$ cat src/rtl/pwm_breath_gen.sv
// Breathing-LED duty source: ramps duty up, holds, ramps down, holds, stepping only on PWM period ticks.
// Optional square-law brightness shaping is enabled by defining PWM_BREATH_GAMMA_EN.
module pwm_breath_gen #(
  parameter int WIDTH        = 8,
  parameter int STEP         = 1,
  parameter int STEP_DIV     = 4,
  parameter int HOLD_PERIODS = 16
) (
  input  logic             clk,
  input  logic             reset,
  input  logic             en,
  input  logic             period_tick,
  output logic [WIDTH-1:0] duty,
  output logic             duty_upd,
  output logic [2:0]       phase
);

  localparam int DIV_W  = (STEP_DIV > 1) ? $clog2(STEP_DIV) : 1;
  localparam int HOLD_W = (HOLD_PERIODS > 1) ? $clog2(HOLD_PERIODS) : 1;
  localparam logic [WIDTH-1:0]  MAX       = '1;
  localparam logic [WIDTH-1:0]  STEP_L    = WIDTH'(STEP);
  localparam logic [WIDTH:0]    STEP_X    = (WIDTH+1)'(STEP);
  localparam logic [DIV_W-1:0]  DIV_LAST  = DIV_W'(STEP_DIV - 1);
  localparam logic [HOLD_W-1:0] HOLD_LAST = HOLD_W'(HOLD_PERIODS - 1);

  typedef enum logic [2:0] {
    IDLE    = 3'd0,
    RISE    = 3'd1,
    HOLD_HI = 3'd2,
    FALL    = 3'd3,
    HOLD_LO = 3'd4
  } state_t;

  state_t              state_reg;
  logic [WIDTH-1:0]    level_reg;
  logic [DIV_W-1:0]    div_cnt_reg;
  logic [HOLD_W-1:0]   hold_cnt_reg;
  logic [WIDTH-1:0]    duty_reg;
  logic                duty_upd_reg;
  logic [WIDTH-1:0]    shaped;

  logic           tick;
  logic           step_evt;
  logic           hold_done;
  logic [WIDTH:0] level_up;

  assign tick      = period_tick & en;
  assign step_evt  = tick && (div_cnt_reg == DIV_LAST);
  assign hold_done = tick && (hold_cnt_reg == HOLD_LAST);
  assign level_up  = {1'b0, level_reg} + STEP_X;

  // en=0 is checked before the state case so it beats a coincident tick.
  always_ff @(posedge clk) begin
    if (reset) begin
      state_reg    <= IDLE;
      level_reg    <= '0;
      div_cnt_reg  <= '0;
      hold_cnt_reg <= '0;
    end else if (!en) begin
      state_reg    <= IDLE;
      level_reg    <= '0;
      div_cnt_reg  <= '0;
      hold_cnt_reg <= '0;
    end else begin
      case (state_reg)
        IDLE: begin
          state_reg    <= RISE;
          level_reg    <= '0;
          div_cnt_reg  <= '0;
          hold_cnt_reg <= '0;
        end
        RISE: begin
          if (tick) div_cnt_reg <= step_evt ? '0 : div_cnt_reg + 1'b1;
          if (step_evt) begin
            if (level_up >= {1'b0, MAX}) begin
              level_reg    <= MAX;
              state_reg    <= HOLD_HI;
              hold_cnt_reg <= '0;
            end else begin
              level_reg <= level_up[WIDTH-1:0];
            end
          end
        end
        HOLD_HI: begin
          if (hold_done) begin
            hold_cnt_reg <= '0;
            div_cnt_reg  <= '0;
            state_reg    <= FALL;
          end else if (tick) begin
            hold_cnt_reg <= hold_cnt_reg + 1'b1;
          end
        end
        FALL: begin
          if (tick) div_cnt_reg <= step_evt ? '0 : div_cnt_reg + 1'b1;
          if (step_evt) begin
            if (level_reg <= STEP_L) begin
              level_reg    <= '0;
              state_reg    <= HOLD_LO;
              hold_cnt_reg <= '0;
            end else begin
              level_reg <= level_reg - STEP_L;
            end
          end
        end
        HOLD_LO: begin
          if (hold_done) begin
            hold_cnt_reg <= '0;
            div_cnt_reg  <= '0;
            state_reg    <= RISE;
          end else if (tick) begin
            hold_cnt_reg <= hold_cnt_reg + 1'b1;
          end
        end
        default: begin
          state_reg    <= IDLE;
          level_reg    <= '0;
          div_cnt_reg  <= '0;
          hold_cnt_reg <= '0;
        end
      endcase
    end
  end

`ifdef PWM_BREATH_GAMMA_EN
  logic [2*WIDTH-1:0] level_sq;
  logic [WIDTH-1:0]   shaped_reg;

  assign level_sq = {{WIDTH{1'b0}}, level_reg} * {{WIDTH{1'b0}}, level_reg};

  // Full scale is pinned to MAX; the plain square law would top out one short.
  always_ff @(posedge clk) begin
    if (reset) shaped_reg <= '0;
    else       shaped_reg <= (level_reg == MAX) ? MAX : WIDTH'(level_sq >> WIDTH);
  end

  assign shaped = shaped_reg;
`else
  assign shaped = level_reg;
`endif

  always_ff @(posedge clk) begin
    if (reset) begin
      duty_reg     <= '0;
      duty_upd_reg <= 1'b0;
    end else begin
      duty_reg     <= shaped;
      duty_upd_reg <= (shaped != duty_reg);
    end
  end

  assign duty     = duty_reg;
  assign duty_upd = duty_upd_reg;
  assign phase    = state_reg;

endmodule

$ cat config.mk
export PLATFORM = sky130hd
export DESIGN_NAME = pwm_breath_gen
export DESIGN_NICKNAME = d
export VERILOG_FILES = /design/src/rtl/pwm_breath_gen.sv
export SDC_FILE = /design/constraint.sdc
export NUM_CORES = 1
export LEC_CHECK = 0
export ABC_AREA = 1
export BUFFER_PORTS_ARGS = -buffer_cell sky130_fd_sc_hd__buf_4
export CORE_MARGIN = 2
export CORE_UTILIZATION = 40
export CTS_CLUSTER_DIAMETER = 40
export CTS_CLUSTER_SIZE = 28
export DETAILED_ROUTE_END_ITERATION = 7
export HOLD_SLACK_MARGIN = 0.05
export PLACE_DENSITY = 0.68
export SKIP_CTS_REPAIR_TIMING = 1
export SYNTH_ARGS = -nofsm -noshare
export SYNTH_HDL_FRONTEND = slang
export SYNTH_SLANG_ARGS = --single-unit
$ cat constraint.sdc
create_clock -name clk -period 3.35 [get_ports clk]
set_input_delay 0.5025 -clock clk [delete_from_list [all_inputs] [get_ports clk]]
set_output_delay 0.5025 -clock clk [all_outputs]
set_load 0.02 [all_outputs]
; ---- After elaboration in Yosys (flattened, before gate mapping)
; Cells that the tools add are included.
[word_totals]
register_bits = 26
output_inout_bits = 12
word_cells = 64
[op_classes]
n_bitwise = 3
mux = 23
eq_ne = 16
order_cmp = 2
reduce_logical = 10
addsub = 4
[ops]
columns = operator, count
row1 = 8-bit 2-to-1 mux, 4
row2 = 4-bit 2-to-1 mux, 6
row3 = 8-bit one-hot mux with 3 select lines, 1
row4 = 3-bit 2-to-1 mux, 6
row5 = 3-bit one-hot mux with 5 select lines, 1
row6 = "2-bit != test, second input constant", 6
row7 = 4-bit one-hot mux with 3 select lines, 1
row8 = "8-bit by 1-bit adder with 9-bit output, second input constant", 1
row9 = "9-bit by 8-bit >= comparator with 1-bit output, second input constant", 1
row10 = "8-bit by 1-bit <= comparator with 1-bit output, second input constant", 1
row11 = 8-bit != test, 1
row12 = "8-bit by 1-bit subtractor with 8-bit output, second input constant", 1
row13 = "3-bit by 2-bit == test with 1-bit output, second input constant", 2
row14 = 2-bit 2-to-1 mux, 3
row15 = 6-bit AND reduction, 1
row16 = 2-bit OR reduction, 3
row17 = 5-bit AND reduction, 1
row18 = "4-bit by 1-bit adder with 4-bit output, second input constant", 1
row19 = "4-bit == test, second input constant", 1
row20 = "2-bit by 1-bit != test with 1-bit output, second input constant", 2
row21 = 2-bit one-hot mux with 2 select lines, 1
row22 = "3-bit by 1-bit == test with 1-bit output, second input constant", 1
row23 = "3-bit == test, second input constant", 1
row24 = 3-bit logical NOT, 1
row25 = 8 further kinds, 10

; ---- Logic depth before layout (Yosys ltp)
[depth]
depth_word = 5
mapped_depth = 13
mapped_depth_nobuf = 13

; ---- Least setup slack after synthesis
; No wires, ideal clock.
[synth_timing]
path_kind = reg2reg
startpoint = register level_reg[1]
endpoint = register level_reg[7]
path_buffers = 1
period_less_slack_ps = 1751
stages_incl_launch_ff = 13
arrival_time_ps = 1681
setup_ps = 71
slack_ps = 1599
required_ps = 3279
cell_sequence = dfxtp_1 inv_1 ha_1 o21ai_0 nor2_1 nor2_2 inv_2 buf_6 a21oi_2 o21ai_1 nand2_1 nand2_1 a21oi_2
[synth_between]
elab_chain_cells = 5
[synth_rtl]
columns = element, line_no
row1 = start: declaration, 35  ; logic [WIDTH-1:0] level_reg;
row2 = start signal: assignment, 80  ; level_reg <= level_up[WIDTH-1:0];
row3 = start signal: assignment, 101  ; level_reg <= level_reg - STEP_L;
row4 = 8-bit by 1-bit adder with 9-bit output, 50  ; assign level_up = {1'b0, level_reg} + STEP_X;
row5 = 9-bit by 8-bit >= comparator with 1-bit output, 75  ; if (level_up >= {1'b0, MAX}) begin
row6 = 8-bit 2-to-1 mux, 75
row7 = 8-bit 2-to-1 mux, 74  ; if (step_evt) begin
row8 = 8-bit one-hot mux with 3 select lines (*), 65  ; case (state_reg)
; Every way passes the cells marked *; elsewhere a longest branch is shown, timed or not. The select of a mux whose other input is x is not followed.
; A chain may end at the register's enable or synchronous reset.

; ---- Final worst setup path
[layout_timing]
startpoint = register level_reg[1]
endpoint = register level_reg[3]
; The elaborated chain is that of the path after synthesis.

==> metrics <==
GR Util met2 26.07%; clock tree buffer depth 2; Num CTS Buffers 3; worst vdd ir roughly 0.21 mV; initial antenna violation count 0; reg-to-reg startpoint level_reg[1]; core area roughly 4100 µm²; Detailed Route Iter0 Violations ~120; clock transition at the registers of the reported paths approximately 0.090 ns; CP Max Fanout 12; # diodes 0; IO Count 16; Residual DRC 0; die width just under 70 µm; NumNets Final around 280; required time of the critical path around 3.6 ns; P&R area growth vs syn 11.47%; most frequent cells in the layout nand2_1 (61), inv_1 (34), nor2_1 (32), dfxtp_1 (26), buf_4 (16); Finish-stage setup viols 0; Worst setup EP type flop; Root Driver clkbuf_8; final max-slew violation count 0; #FFs+latches synth 26; slew at the pin closest to its max-slew limit ~0.46 ns; Syn Inst Count roughly 260; RSZ-0062 raised after global routing false; largest net degree at the start of global routing 15; clk sinks 26; DR vias approximately 1,600; Synth cell types 35; CP Buf/Inv Count 3; Skew-Pair Late Insertion Delay roughly 0.27 ns; fmax roughly 480 MHz; setup total negative slack 0 ns; row count 23; fraction of layout cells with a size suffix above 1 about 17%; Critical R2R Capture level_reg[3]; global route overflow 0; grt met1 use ~21%; Slowest-stage cell, CP dfxtp_1; DR pass1 iterations 5; crit path time final just over 2 ns; Initial Util between 40% and 50%; Top Usage Layer GRT met2; syn avg cell area 6.704 µm²; max-capacitance violation count 0; GRT Resource Usage Total 15.78%; kind of critical path reg -> reg; H-tree depth 1; via/cell ratio roughly 5; Syn Std Cell Area ~1700 µm²; element type at the critical path start flop; Hold Crit Class in -> reg; register area share after synthesis a little under a third; Crit path largest cell delay ~0.47 ns; IO buf count 15; critical hold path startpoint reset; pre-CTS setup slack about 1.3 ns; skew final 0.001738 ns; global-route wire length before repair about 6400 µm; leak pwr 0.0009529 µW; fillers between 400 and 500; final critical-path share of the clock period a little over 60%; r2r setup slk approximately 1.3 ns; CP cell instances inv_1, ha_1, o21ai_0, nor2_1, nor2_2, inv_2, o21ai_0, inv_1, nand2_1, nand2_1, a21oi_1; final worst slack about 1.3 ns; Arrival @ worst endpoint between 2 and 2.5 ns; Net Count, Synth about 270; PwrDens between 300 and 400 nW/µm²; most common cell after layout, fill and taps aside nand2_1; CP delay by family, top compound AO/OA/AOI/OAI gates; CP startpoint level_reg[1]; status complete, no violations; Worst Reg-to-Reg Cells 11; yosys warns 0; vias in the first global route about 1,500; Global Route met3 Usage roughly 2.5%; Worst slew margin between 60% and 70%; WHS Path Cells 2; Worst Hold End duty[3]; drt total wl roughly 3700 µm; die area around 4800 µm²; HPWL Detailed ~2900 µm; Die Span Y slightly below 70 µm; wire length per cell 11.48 µm; Routed Antenna Nets 0; Final Hold Violating Endpoints 0; CTS tree yes; GPL Wtd Cong ~0.9
## per-layer routing
| layer | vias to the layer above | part of all wire, % |
|---|---|---|
| li1 | 853 | - |
| met1 | 705 | 49 |
| met2 | 47 | 44 |
| met3 | 4 | 6.0 |
| met4 | 0 | 1.1 |
| met5 | - | 0 |
## how the worst max path moves through the flow
stage	cells past startpoint	slack, ns	endpoint
floorplan	12	1.60	level_reg[7]
global placement	11	1.37	level_reg[3]
detailed placement	11	1.34	level_reg[3]
CTS	11	1.31	level_reg[3]
global route	11	1.09	level_reg[2]
finish	11	1.29	level_reg[3]
## synthesized netlist by cell type (all sizes together)
| cell | instances | area (µm²) |
|---|---|---|
| a21oi | 14 | 77.58 |
| a31oi | 1 | 6.260 |
| a41oi | 1 | 8.760 |
| buf | 5 | 40.04 |
| clkinv | 1 | 3.750 |
| dfxtp | 26 | 520.5 |
| ha | 6 | 75.07 |
| inv | 40 | 150.1 |
| nand2 | 66 | 260.3 |
| nand3 | 19 | 145.1 |
| nand4 | 8 | 50.05 |
| nor2 | 36 | 150.2 |
| nor3 | 2 | 10.01 |
| nor3b | 1 | 7.510 |
| nor4 | 1 | 6.260 |
| o211a | 1 | 10.01 |
| o21ai | 13 | 68.81 |
| o21bai | 2 | 18.77 |
| o22ai | 2 | 12.51 |
| o31ai | 1 | 7.510 |
| or2 | 1 | 6.260 |
| xnor2 | 3 | 26.28 |
| xor2 | 7 | 61.31 |
## final cells by class
| class | count | area, µm² | area share [%] |
|---|---|---|---|
| flip-flops and latches | 26 | 520.5 | 27.10 |
| inverters | 41 | 153.9 | 8.013 |
| well taps | 50 | 62.56 | 3.257 |
| repair buffers | 16 | 120.1 | 6.254 |
| multi-input cells | 185 | 1008 | 52.51 |
| clock buffers | 4 | 55.05 | 2.866 |
## worst register-to-register path, cell delays in order (launching register included)
cell and delay (ns):
dfxtp_1 0.47, inv_1 0.15, ha_1 0.28, o21ai_0 0.18
nor2_1 0.08, nor2_2 0.19, inv_2 0.17, o21ai_0 0.18
inv_1 0.06, nand2_1 0.06, nand2_1 0.04, a21oi_1 0.13
## power by group
| group | switching [µW] | internal, µW | leakage (µW) |
|---|---|---|---|
| Clock | 98.2 | 105 | 0.0000288 |
| Sequential | 10.6 | 320 | 0.000210 |
| Combinational | 102 | 51.8 | 0.000714 |
## stage by stage
stage / area (µm²) / util (%) / hold WS [ns] / cells / power (µW)
6_report: 1921 / 47.00 / 0.4703 / 322 / 687.0
5_1_grt: 1921 / 47.00 / 0.4714 / 322 / 733.3
4_1_cts: 1921 / 47.00 / 0.4743 / 322 / 695.2
3_5_place_dp: 1866 / 45.65 / 0.4691 / 318 / 489.9
3_3_place_gp: 1866 / 45.65 / 0.4597 / 318 / 489.5
2_1_floorplan: 1723 / - / 0.4476 / 257 / 451.9
## kinds of logic after synthesis
| kind of cell | synth area share, % |
|---|---|
| flip-flops | 30.21 |
| AO/OA/AOI/OAI | 12.20 |
| buffers and inverters | 11.26 |
| adder cells (fa/ha/maj) | 4.357 |
| XOR/XNOR | 5.084 |
| AND/OR/NAND/NOR | 36.89 |
Power figures use the tool's default switching activity.
